`src/rtl/signal_demod.sv`:
```
// BPSK/QPSK-style integrate-and-dump demodulator: 8 samples per symbol per rail,
// sign decision, 4 symbols packed MSB-first into a byte written to RAM.
module signal_demod #(
    parameter logic [15:0] MSG_BYTES = 16'd530
) (
    input  logic               clk,
    input  logic               reset,
    input  logic               enable,
    input  logic signed [12:0] INPUT_I,
    input  logic signed [12:0] INPUT_Q,
    input  logic               in_valid,
    output logic [9:0]         ram_addr,
    output logic [7:0]         ram_wdata,
    output logic               write_enable,
    output logic [1:0]         sym_out,
    output logic               sym_valid,
    output logic               done,
    output logic [1:0]         dbg_state_o
);
    localparam int SPS = 8;

    typedef enum logic [1:0] {
        IDLE = 2'd0,
        RUN  = 2'd1,
        DONE = 2'd2
    } state_t;

    state_t      state_q;
    logic [15:0] acc_i_q, acc_q_q;
    logic [2:0]  sample_cnt_q;
    logic [1:0]  sym_cnt_q;
    logic [15:0] byte_cnt_q;
    logic [9:0]  addr_q;
    logic [7:0]  byte_q;
    logic [9:0]  ram_addr_q;
    logic [7:0]  ram_wdata_q;
    logic        write_enable_q;
    logic [1:0]  sym_out_q;
    logic        sym_valid_q;
    logic        done_q;

    logic [15:0] sum_i_d, sum_q_d;
    logic [1:0]  sym_d;
    logic [7:0]  byte_d;

    // Accumulator plus the current sample; on the last sample of a symbol its
    // sign is the decision, otherwise it becomes the new accumulator value.
    always_comb begin
        sum_i_d = acc_i_q + {{3{INPUT_I[12]}}, INPUT_I};
        sum_q_d = acc_q_q + {{3{INPUT_Q[12]}}, INPUT_Q};
        sym_d   = {sum_i_d[15], sum_q_d[15]};
        byte_d  = {byte_q[5:0], sym_d};
    end

    always_ff @(posedge clk) begin
        if (reset) begin
            state_q        <= IDLE;
            acc_i_q        <= '0;
            acc_q_q        <= '0;
            sample_cnt_q   <= '0;
            sym_cnt_q      <= '0;
            byte_cnt_q     <= '0;
            addr_q         <= '0;
            byte_q         <= '0;
            ram_addr_q     <= '0;
            ram_wdata_q    <= '0;
            write_enable_q <= 1'b0;
            sym_out_q      <= '0;
            sym_valid_q    <= 1'b0;
            done_q         <= 1'b0;
        end else begin
            sym_valid_q    <= 1'b0;
            write_enable_q <= 1'b0;
            case (state_q)
                IDLE: begin
                    if (enable) begin
                        state_q      <= RUN;
                        acc_i_q      <= '0;
                        acc_q_q      <= '0;
                        sample_cnt_q <= '0;
                        sym_cnt_q    <= '0;
                        byte_cnt_q   <= '0;
                        addr_q       <= '0;
                        byte_q       <= '0;
                    end
                end
                RUN: begin
                    if (in_valid) begin
                        if (sample_cnt_q == 3'(SPS - 1)) begin
                            acc_i_q      <= '0;
                            acc_q_q      <= '0;
                            sample_cnt_q <= '0;
                            sym_out_q    <= sym_d;
                            sym_valid_q  <= 1'b1;
                            byte_q       <= byte_d;
                            sym_cnt_q    <= sym_cnt_q + 2'd1;
                            if (sym_cnt_q == 2'd3) begin
                                write_enable_q <= 1'b1;
                                ram_wdata_q    <= byte_d;
                                ram_addr_q     <= addr_q;
                                addr_q         <= addr_q + 10'd1;
                                byte_cnt_q     <= byte_cnt_q + 16'd1;
                                // Final byte: done rises together with its write strobe.
                                if (byte_cnt_q == MSG_BYTES - 16'd1) begin
                                    state_q <= DONE;
                                    done_q  <= 1'b1;
                                end
                            end
                        end else begin
                            acc_i_q      <= sum_i_d;
                            acc_q_q      <= sum_q_d;
                            sample_cnt_q <= sample_cnt_q + 3'd1;
                        end
                    end
                end
                DONE: begin
                    if (enable) begin
                        state_q <= IDLE;
                        done_q  <= 1'b0;
                    end
                end
                default: state_q <= IDLE;
            endcase
        end
    end

    assign ram_addr     = ram_addr_q;
    assign ram_wdata    = ram_wdata_q;
    assign write_enable = write_enable_q;
    assign sym_out      = sym_out_q;
    assign sym_valid    = sym_valid_q;
    assign done         = done_q;
    assign dbg_state_o  = state_q;
endmodule

```
`config.mk`:
```
export PLATFORM = sky130hd
export DESIGN_NAME = signal_demod
export DESIGN_NICKNAME = d
export VERILOG_FILES = /design/src/rtl/signal_demod.sv
export SDC_FILE = /design/constraint.sdc
export NUM_CORES = 1
export LEC_CHECK = 0
export CAP_MARGIN = 25
export CORE_MARGIN = 5
export CORE_UTILIZATION = 56
export CTS_CLUSTER_DIAMETER = 50
export DETAILED_ROUTE_END_ITERATION = 16
export PLACE_DENSITY_LB_ADDON = 0.08
export SETUP_SLACK_MARGIN = 0.2
export SLEW_MARGIN = 10
export SYNTH_ARGS = -nofsm -noshare
export SYNTH_HDL_FRONTEND = slang
export SYNTH_SLANG_ARGS = --single-unit
```
`constraint.sdc`:
```
create_clock -name clk -period 5.4 [get_ports clk]
set_input_delay 0.81 -clock clk [delete_from_list [all_inputs] [get_ports clk]]
set_output_delay 0.81 -clock clk [all_outputs]
set_load 0.05 [all_outputs]
```
==> impl_results.md, run 1 <==
* Synth async-reset ratio at 0%
* Clock sink count at 94
* Worst vdd ir at 0.000119 V
* Die Outline Area at 0.0108 sq mm
* Floorplan die width at 104 um
* Post-synthesis share of cell area spent on full adders, half adders and majority gates at 9.96%
* Max Transition Viols Final at 0
* Worst max-slew margin expressed relative to the limit at 33.5%
* Number of distinct library cells after synthesis at 50
* Critical-path cell list: clkdlybuf4s50_1 > ha_1 > a21oi_2 > o21ai_4 > nor3_1 > a21o_1 > a221o_1 > or3_4 > a311oi_1
* Synth Net Count at 667
* Final setup margin at 2270 ps
* Count of yosys warnings during synthesis at 0
* Maximum net fanout on the critical path at 9
* Standard-cell row count at 34
* Number of antenna violations at the first check in global routing at 0
* Area grow syn2layout at 15.8%
* Count of nets after finishing at 710
* Clock slew seen by the registers of the worst setup and hold paths at 100 ps
* Setup repair bufs after CTS at 0
* Standard cell with the maximum stage delay on the critical path: sky130_fd_sc_hd__clkdlybuf4s50_1
* First-pass GRT wire length at 18,100 um
* Unrepaired setup endpoints after global routing: no
* CTS tree: done
* Result of the run: complete, no violations
* Remaining routing DRC violations at 0
* Final Routed Wirelength at 10,500 um
* Count of endpoints failing setup in the final report at 0
* Overall routing resource usage at 19.5%
* Placeable Area at 0.00864 sq mm
* Placed wire-length estimate after detailed placement at 7670 um
* Leakage power summed over all cells at 0.00222 uW
* Share of synthesized area spent on multiplexers at 0.203%
* Hold slack final at 459 ps
* Number of global-route vias before repair at 4,075
* Slew at the pin with the worst max-slew slack at 998 ps
* Number of diodes added for antenna fixing at 0
* Type of the tightest min-delay check: flip-flop to flip-flop
* Library cell with the largest summed area after synthesis: sky130_fd_sc_hd__dfxtp_1
* Main combinational cell family by area after synthesis: simple AND/OR/NAND/NOR gates
* Crit start category: input port
* Simple-gate portion of the synthesized area at 22.1%
* Root Driver: sky130_fd_sc_hd__clkbuf_8
* Violation count after the first detailed-route iteration at 107
* Flip-flop and latch count after synthesis at 94
* Number of buffers inserted during clock tree synthesis at 9
* Kind of capture point of the worst setup path: flip-flop
* Critical Setup Path Class: input port to flip-flop
* Maximum buffer depth of the clock tree at 2
* Number of vias after detailed routing at 4,282
* Share of the clock period used by the worst path after layout at 58.0%
* Antenna violation net count after detailed routing at 0
* Synth Area in Compound Gates at 19.6%
* Area contributors post-synth: sky130_fd_sc_hd__dfxtp_1, sky130_fd_sc_hd__ha_1, sky130_fd_sc_hd__nand2_1, sky130_fd_sc_hd__a21oi_1, sky130_fd_sc_hd__nor2_1
* Sequential element share of the synthesized area at 38.2%
* WL per Instance at 13.9 um
* Fraction of layout cells with a size suffix above 1 at 4.48%
* H-tree depth reported by CTS at 3
* Highest achievable clock rate at 319 MHz
* Cts hold-fix bufs at 0
* Post-synth top area share at 38.2%
* Total global routing overflow at 0
* Primary FF master, synth: sky130_fd_sc_hd__dfxtp_1
* Worst-case setup slack after placement at 1900 ps
* Hold Vio Cnt, Final at 0
* Count of input and output buffers at 54
* Max-cap violation count at 0
* EDFF count, synth at 0
* Syn avg cell area at 8.22 sq um
* Pin count of the biggest net entering global routing at 58
* Total standard cell area after synthesis at 0.00492 sq mm
* Setup_tns at 0 ps
* Cell Pwr Density at 242 mW/mm^2
* Data arrival time of the worst path at 3390 ps
* Final critical delay including setup and external delays at 3130 ps
* Xor/xnor cell area share of the yosys netlist at 7.29%
* First-pass detailed-route iteration total at 4
* Initial cell density of the core at 57.0%
* Final RePlAce weighted congestion at 0.862
* Clock insertion delay at the later pin of the skew report at 360 ps
* Num ports at 55
* Detail-routed via count per cell at 5.67
* WP data required at 5660 ps
* Number of instances in the synthesized netlist at 599
* Total Power at 1380 uW
* Height of the chip at 104 um
* Clk_skew at 12.8 ps
* Count of cells resized by post-cts repair at 0
* Largest incremental delay on the critical path at 570 ps
[final timing paths]
check                  from           end  slack (ps)  depth (start not counted)
max             INPUT_Q[12]     byte_q[0]        2270                          9
min            ram_wdata[4]  ram_wdata[4]         460                          2
min reg2reg    ram_wdata[4]  ram_wdata[4]         460                          2
max reg2reg  dbg_state_o[0]  ram_wdata[0]        2870                          5
[cells in the final DEF, fill, tap and decap left out, drive strengths merged, types with 3 or more instances in the layout]
master / Yosys / routed
a211oi: 7 / 7
a21boi: 3 / 3
a21o: 15 / 15
a21oi: 57 / 57
a22oi: 8 / 8
a311oi: 4 / 4
a31oi: 4 / 4
and2: 3 / 3
and3: 11 / 11
and4: 3 / 3
clkbuf: 22 / 9
clkdlybuf4s50: 0 / 53
clkinv: 0 / 3
dfxtp: 94 / 94
ha: 36 / 36
inv: 11 / 14
nand2: 79 / 79
nand2b: 5 / 5
nand3: 26 / 26
nand4: 10 / 10
nor2: 72 / 72
nor2b: 9 / 9
nor3: 8 / 8
o21a: 5 / 5
o21ai: 33 / 33
o31ai: 3 / 3
or2: 4 / 4
or3: 4 / 4
xnor2: 12 / 12
xor2: 29 / 29
[cell families (layout without fill, tap and decap cells)]
| family | after synthesis | count (layout) |
|---|---|---|
| adders and majority gates | 38 | 38 |
| AOI/OAI and AO/OA | 153 | 153 |
| muxes | 1 | 1 |
| and+or+nand+nor | 238 | 238 |
| buffers and inverters | 34 | 82 |
| xor gates and xnor gates | 41 | 41 |
| DFF | 94 | 94 |
[metal layers]
layer | GRT usage (%) | up-vias | wire length, um
li1 | - | 2199 | -
met5 | 0 | - | 0
met2 | 34.3 | 74 | 5120
met1 | 23.9 | 1997 | 4870
met3 | 3.61 | 12 | 375
met4 | 6.66 | 0 | 127
[synthesized netlist by cell type (9+ instances only)]
| cell | number |
|---|---|
| sky130_fd_sc_hd__ha_1 | 36 |
| sky130_fd_sc_hd__nor2b_1 | 9 |
| sky130_fd_sc_hd__clkbuf_1 | 22 |
| sky130_fd_sc_hd__and3_1 | 9 |
| sky130_fd_sc_hd__a21oi_1 | 55 |
| sky130_fd_sc_hd__a21o_1 | 14 |
| sky130_fd_sc_hd__nand2_1 | 79 |
| sky130_fd_sc_hd__xor2_1 | 29 |
| sky130_fd_sc_hd__dfxtp_1 | 94 |
| sky130_fd_sc_hd__xnor2_1 | 12 |
| sky130_fd_sc_hd__nor2_1 | 72 |
| sky130_fd_sc_hd__inv_1 | 11 |
| sky130_fd_sc_hd__nand3_1 | 26 |
| sky130_fd_sc_hd__nand4_1 | 10 |
| sky130_fd_sc_hd__o21ai_0 | 32 |
[stage by stage]
| stage | cells | utilization, % | cell area, sq um |
|---|---|---|---|
| final | 755 | 66.0 | 5700 |
| after global routing | 755 | 66.0 | 5700 |
| after CTS | 755 | 66.0 | 5700 |
| after detailed placement | 739 | 63.9 | 5510 |
| after global placement | 739 | 63.9 | 5510 |
| after floorplan | 599 | - | 4920 |
[critical path, delay by kind of cell]
kind	cells	cell delay, ps
AO/OA/AOI/OAI	5	1060
adder cells (fa/ha/maj)	1	490
buffers and inverters	1	570
AND/OR/NAND/NOR	2	460
[power by group]
part | switching, uW | internal, uW
clock network | 276 | 178
logic | 121 | 86.4
registers | 11.5 | 708
[registers in the layout, indices dropped and copies added, names as in the netlist, 2 cells and up]
| signal | cells |
|---|---|
| byte_q | 6 |
| sym_out | 2 |
| acc_q_q | 16 |
| acc_i_q | 16 |
| addr_q | 10 |
| ram_addr | 10 |
| sample_cnt_q | 3 |
| ram_wdata | 8 |
| dbg_state_o | 2 |
| sym_cnt_q | 2 |
| byte_cnt_q | 16 |
[area by class of cell]
cell class | instances | area (sq um)
fillers | 781 | 2930
multi-input cells | 471 | 2910
well taps | 108 | 135
clock buffers | 9 | 124
inverters | 11 | 41.3
clock inverters | 7 | 65.1
repair buffers | 55 | 543
flip-flops and latches | 94 | 1880
(Power assumes the default switching activity.)
==> run 2: changes to the inputs <==
Clock period 5.4 ns to 3.25 ns, I/O delays scaled along.
==> impl_results.md, run 2 (synthesized netlist as in run 1, its figures left out) <==
* WP data required at 3520 ps (-2140 ps)
* Final RePlAce weighted congestion at 0.883 (+2.4%)
* Clock sink count at 94 (unchanged)
* Unrepaired setup endpoints after global routing: no
* End of the worst hold path: ram_addr[9]
* Floorplan die width at 104 um (unchanged)
* Area grow syn2layout at 17.4%
* Initial cell density of the core at 57.0% (unchanged)
* Pin count of the biggest net entering global routing at 36 (-38%)
* Sequential share of power at 50.3% (-1.8 points)
* Worst max-slew margin expressed relative to the limit at 46.9% (+13 points)
* Critical Setup Path Class: input port to flip-flop
* Slew at the pin with the worst max-slew slack at 794 ps (-204 ps)
* Height of the chip at 104 um (unchanged)
* Final critical delay including setup and external delays at 2770 ps
* Clock insertion delay at the later pin of the skew report at 360 ps (about the same)
* Hold slack final at 458 ps (-1.47 ps)
* Worst flop-to-flop path startpoint: acc_q_q[0]
* Post-layout utilization of the core at 66.9% (+0.87 points)
* Cts hold-fix bufs at 0 (unchanged)
* Setup_tns at 0 ps (unchanged)
* Data arrival time of the worst path at 3040 ps (-350 ps)
* Violation count after the first detailed-route iteration at 158 (+48%)
* Detail-routed via count per cell at 5.62 (-0.87%)
* Crit start category: input port
* Number of cells on the worst hold path at 2 (unchanged)
* Combinational power share at 14.9% (about the same)
* Hold Vio Cnt, Final at 0 (unchanged)
* Antenna violation net count after detailed routing at 0 (unchanged)
* Leakage power summed over all cells at 0.00227 uW (+2.0%)
* Fraction of layout cells with a size suffix above 1 at 5.50% (+1.0 points)
* Result of the run: complete, no violations
* Count of nets after finishing at 717 (+0.99%)
* Final setup margin at 479 ps (-1790 ps)
* Worst Hold Launch: ram_addr[9]
* Root Driver: sky130_fd_sc_hd__clkbuf_8
* Placeable Area at 0.00864 sq mm (unchanged)
* Max Transition Viols Final at 0 (unchanged)
* Num ports at 55 (unchanged)
* Share of the clock period used by the worst path after layout at 85.3%
* Setup repair bufs after CTS at 0 (unchanged)
* Number of antenna violations at the first check in global routing at 0 (unchanged)
* Standard-cell row count at 34 (unchanged)
* Final Routed Wirelength at 10,600 um (+0.89%)
* Worst R2R Path Depth at 10 (+5)
* Worst vdd ir at 0.000239 V (+100%)
* Count of endpoints failing setup in the final report at 0 (unchanged)
* Crit Reg-Reg Endpoint: acc_q_q[12]
* Number of global-route vias before repair at 4,227 (+3.7%)
* Area taken by flip-flops and latches at 0.00188 sq mm (unchanged)
* Remaining routing DRC violations at 0 (unchanged)
* H-tree depth reported by CTS at 3 (unchanged)
* Startpoint of the most critical setup path: INPUT_Q[12]
* Number of buffers inserted during clock tree synthesis at 9 (unchanged)
* Overall routing resource usage at 20.1% (+0.55 points)
* Switching share of power at 28.3% (-1.3 points)
* Placed wire-length estimate after detailed placement at 7740 um (+0.86%)
* Power Internal at 1700 uW (+75%)
* Number of diodes added for antenna fixing at 0 (unchanged)
* Multi-input gate area at 0.00291 sq mm (unchanged)
* Most common cell after layout, fill and taps aside: sky130_fd_sc_hd__dfxtp_1
* WL per Instance at 13.9 um (about the same)
* Clock Power Share at 34.8% (+1.9 points)
* Kind of capture point of the worst setup path: flip-flop
* Slack of the worst reg-to-reg path at 840 ps (-2030 ps)
* Clk_skew at 14.8 ps (+2.01 ps)
* Max-cap violation count at 0 (unchanged)
* First-pass GRT wire length at 18,700 um (+3.4%)
* Count of cells resized by post-cts repair at 0 (unchanged)
* Count of input and output buffers at 54 (unchanged)
* Net switching power of the design at 673 uW (+64%)
* Number of vias after detailed routing at 4,284 (+0.047%)
* Maximum buffer depth of the clock tree at 2 (unchanged)
* Total global routing overflow at 0 (unchanged)
* CTS tree: done
* Total Power at 2370 uW (+72%)
* Fillers at 756 (-3.2%)
* Die Outline Area at 0.0108 sq mm (unchanged)
* Type of the tightest min-delay check: flip-flop to flip-flop
* First-pass detailed-route iteration total at 4 (unchanged)
* Highest achievable clock rate at 361 MHz
* Clock slew seen by the registers of the worst setup and hold paths at 100 ps (about the same)
* Top library cells by usage in the layout, fill and taps aside: sky130_fd_sc_hd__dfxtp_1, sky130_fd_sc_hd__nand2_1, sky130_fd_sc_hd__nor2_1, sky130_fd_sc_hd__a21oi_1, sky130_fd_sc_hd__clkdlybuf4s50_1
* Top flop regs: acc_i_q x16, acc_q_q x16, byte_cnt_q x16
* Maximum net fanout on the critical path at 9 (unchanged)
* Worst-case setup slack after placement at 114 ps (-1790 ps)
* Cell Pwr Density at 411 mW/mm^2 (+70%)
==> run 2: cell type report <==
class                      count  share of cell area [%]
clock buffer                   9                    2.14
sequential                    94                    32.6
timing repair buffer          62                    10.3
clock inverter                 7                    1.52
tap                          108                    2.34
inverter                      11                   0.715
multi-input combinational    471                    50.4
==> run 2: routing by layer <==
layer	track usage, %	vias to the layer above	routed length, um
li1	-	2213	-
met1	24.4	1986	4890
met2	35.7	73	5190
met3	3.61	12	374
met4	6.57	0	133
met5	0	-	0
==> run 2: power by group through the flow <==
stage | clock [uW] | combinational (uW) | sequential, uW
after floorplan | 0 | 233 | 1230
after global placement | 0 | 343 | 1220
after detailed placement | 0 | 352 | 1220
after CTS | 849 | 354 | 1190
after global routing | 901 | 395 | 1200
final | 826 | 353 | 1190
==> run 2: worst max path at each step <==
stage / end / slack [ps] / cells past startpoint
4_1_cts: sym_out[0] / 480 / 9
6_report: sym_out[0] / 480 / 9
3_5_place_dp: sym_out[0] / 110 / 9
3_3_place_gp: byte_q[0] / 220 / 9
2_1_floorplan: byte_q[0] / 940 / 7
5_1_grt: byte_q[0] / 280 / 9
==> run 2: critical path, cell delays in order <==
cell and delay, ps:
sky130_fd_sc_hd__clkdlybuf4s50_1 560, sky130_fd_sc_hd__ha_1 480, sky130_fd_sc_hd__nand3_1 130, sky130_fd_sc_hd__nor2_1 190, sky130_fd_sc_hd__nor3_1 70, sky130_fd_sc_hd__a21o_1 160
sky130_fd_sc_hd__a221o_1 300, sky130_fd_sc_hd__or3_4 390, sky130_fd_sc_hd__a311oi_1 260
==> run 2: through the flow <==
step / std cells / cell area, sq um
2_1_floorplan: 599 / 4920
3_3_place_gp: 746 / 5570
3_5_place_dp: 746 / 5570
4_1_cts: 762 / 5780
5_1_grt: 762 / 5780
6_report: 762 / 5780
==> run 3: changes to the inputs <==
Clock period 3.25 ns to 2.55 ns, I/O delays scaled along.
==> impl_results.md, run 3 (synthesized netlist as in run 1, its figures left out) <==
* Result of the run: complete, no violations
* Leakage power summed over all cells at 0.00257 uW (+13%)
* Antenna violation net count after detailed routing at 0 (unchanged)
* Placeable Area at 0.00864 sq mm (unchanged)
* Worst max-slew margin expressed relative to the limit at 59.4% (+13 points)
* Top flop regs: acc_i_q x16, acc_q_q x16, byte_cnt_q x16
* Multi-input gate area at 0.00308 sq mm (+5.8%)
* Maximum buffer depth of the clock tree at 2 (unchanged)
* Non-Filler Cell Area, Final at 0.00635 sq mm (+9.9%)
* Highest achievable clock rate at 437 MHz
* Number of global-route vias before repair at 4,423 (+4.6%)
* Root Driver: sky130_fd_sc_hd__clkbuf_8
* CTS tree: done
* Top library cells by usage in the layout, fill and taps aside: sky130_fd_sc_hd__dfxtp_1, sky130_fd_sc_hd__nand2_1, sky130_fd_sc_hd__nor2_1, sky130_fd_sc_hd__buf_4, sky130_fd_sc_hd__a21oi_1
* Cell Pwr Density at 484 mW/mm^2 (+18%)
* Remaining routing DRC violations at 0 (unchanged)
* Count of endpoints failing setup in the final report at 0 (unchanged)
* Placed wire-length estimate after detailed placement at 8180 um (+5.7%)
* Type of the tightest min-delay check: input port to flip-flop
* Clock insertion delay at the later pin of the skew report at 370 ps (about the same)
* WP data required at 2840 ps (-680 ps)
* Unrepaired setup endpoints after global routing: yes
* Hold slack final at 430 ps (-27.6 ps)
* Final critical delay including setup and external delays at 2290 ps
* Critical-path cell list: clkdlybuf4s50_1 > ha_1 > nand4_1 > a21oi_2 > nor2_2 > a221o_1 > or3_4 > a311oi_2
* Clk_skew at 10.1 ps (-4.70 ps)
* Number of diodes added for antenna fixing at 0 (unchanged)
* Number of antenna violations at the first check in global routing at 0 (unchanged)
* Fillers at 705 (-6.7%)
* First-pass detailed-route iteration total at 6 (+2)
* Worst vdd ir at 0.000345 V (+44%)
* Slew at the pin with the worst max-slew slack at 607 ps (-187 ps)
* Most common cell after layout, fill and taps aside: sky130_fd_sc_hd__dfxtp_1
* Worst-case setup slack after placement at -326 ps (-441 ps)
* Standard-cell row count at 34 (unchanged)
* Area grow syn2layout at 28.9%
* Standard cell with the maximum stage delay on the critical path: sky130_fd_sc_hd__clkdlybuf4s50_1
* Area taken by flip-flops and latches at 0.00188 sq mm (unchanged)
* First-pass GRT wire length at 19,500 um (+4.0%)
* Cts hold-fix bufs at 0 (unchanged)
* Crit path max-delay family: compound AO/OA/AOI/OAI gates
* Die Outline Area at 0.0108 sq mm (unchanged)
* Number of vias after detailed routing at 4,469 (+4.3%)
* H-tree depth reported by CTS at 3 (unchanged)
* Kind of capture point of the worst setup path: flip-flop
* Height of the chip at 104 um (unchanged)
* Pin count of the biggest net entering global routing at 36 (unchanged)
* Initial cell density of the core at 57.0% (unchanged)
* Num ports at 55 (unchanged)
* Instance area at placement at 0.00593 sq mm (+6.6%)
* Clock slew seen by the registers of the worst setup and hold paths at 100 ps (about the same)
* Clock sink count at 94 (unchanged)
* Final Routed Wirelength at 11,200 um (+6.2%)
* Largest incremental delay on the critical path at 430 ps (-130 ps)
* Hold Vio Cnt, Final at 0 (unchanged)
* Count of nets after finishing at 772 (+7.7%)
* Final setup margin at 261 ps (-218 ps)
* Floorplan die width at 104 um (unchanged)
* Final RePlAce weighted congestion at 0.854 (-3.2%)
* Data arrival time of the worst path at 2570 ps (-470 ps)
* Share of the clock period used by the worst path after layout at 89.8%
* Overall routing resource usage at 20.9% (+0.81 points)
* Violation count after the first detailed-route iteration at 143 (-9.5%)
* Detail-routed via count per cell at 5.47 (-2.7%)
* Count of input and output buffers at 54 (unchanged)
* Max Transition Viols Final at 0 (unchanged)
* Count of buffering cells on the critical path with inverters included at 1 (unchanged)
* WL per Instance at 13.8 um (-0.97%)
* Crit start category: input port
* Critical Setup Path Class: input port to flip-flop
* Max-cap violation count at 0 (unchanged)
* Total global routing overflow at 0 (unchanged)
* Maximum net fanout on the critical path at 3 (-6)
* Number of buffers inserted during clock tree synthesis at 9 (unchanged)
* Fraction of layout cells with a size suffix above 1 at 16.5% (+11 points)
-- run 3: changes by cell type in the layout (fill, tap and decap cells not counted), moves of 3 or more --
| cell | previous run | this run |
|---|---|---|
| sky130_fd_sc_hd__buf_4 | 8 | 63 |
| sky130_fd_sc_hd__o21ai_0 | 32 | 24 |
| sky130_fd_sc_hd__ha_1 | 36 | 30 |
| sky130_fd_sc_hd__o21ai_1 | 0 | 6 |
| sky130_fd_sc_hd__a311oi_1 | 4 | 0 |
| sky130_fd_sc_hd__a311oi_2 | 0 | 4 |
| sky130_fd_sc_hd__ha_4 | 0 | 4 |
| sky130_fd_sc_hd__a211oi_1 | 7 | 4 |
| sky130_fd_sc_hd__clkdlybuf4s50_1 | 53 | 50 |
-- run 3: final timing paths --
kind / to / cells after the start / start / slack, ps
setup / recovery: ram_wdata[0] / 8 / INPUT_Q[2] / 260
hold / removal: acc_q_q[1] / 2 / reset / 430
setup reg to reg: ram_wdata[0] / 8 / acc_q_q[1] / 330
hold reg to reg: ram_addr[6] / 2 / ram_addr[6] / 460
-- run 3: final cells by class --
class | count | share of cell area (%)
clock buffer | 9 | 1.95
multi-input combinational | 471 | 48.5
clock inverter | 7 | 1.20
timing repair buffer | 117 | 15.9
tap | 108 | 2.13
inverter | 11 | 0.650
sequential | 94 | 29.6
-- run 3: worst register-to-register path, cell delays in order (launching register included) --
cell	delay [ps]
sky130_fd_sc_hd__dfxtp_1	340
sky130_fd_sc_hd__ha_1	270
sky130_fd_sc_hd__a21o_1	130
sky130_fd_sc_hd__nand4_1	130
sky130_fd_sc_hd__a21oi_2	220
sky130_fd_sc_hd__nor2_2	60
sky130_fd_sc_hd__a221o_1	320
sky130_fd_sc_hd__or3_4	430
sky130_fd_sc_hd__a311oi_2	230
-- run 3: metal layers --
metal  part of all wire [%]  up-vias  GRT usage, %
met1                     44     2080          24.8
met5                      0        -             0
met3                    3.1       13          4.48
met4                    1.3        0          5.27
li1                       -     2313             -
met2                     51       63          38.1
-- run 3: report_power, final --
part	total, uW	switching, uW	internal, uW
clock network	993	602	390
logic	555	293	263
registers	1530	26.4	1500
total	3070	922	2150
-- run 3: metrics by stage --
| stage | utilization [%] | cells | total power (uW) | setup TNS [ps] |
|---|---|---|---|---|
| 2_1_floorplan | - | 599 | 1860 | 0 |
| 3_3_place_gp | 68.7 | 795 | 2060 | -2770 |
| 3_5_place_dp | 68.7 | 795 | 2070 | -3830 |
| 4_1_cts | 71.9 | 814 | 3070 | 0 |
| 5_1_grt | 73.5 | 817 | 3230 | 0 |
| 6_report | 73.5 | 817 | 3070 | 0 |
-- run 3: timing repair --
item / 4_1_cts / 5_1_grt
pin swaps: 6 / 21
endpoints found under the hold margin: 0 / 0
endpoints found under the setup margin: 10 / 17
resized for setup: 13 / 28
buffers inserted: 3 / 3
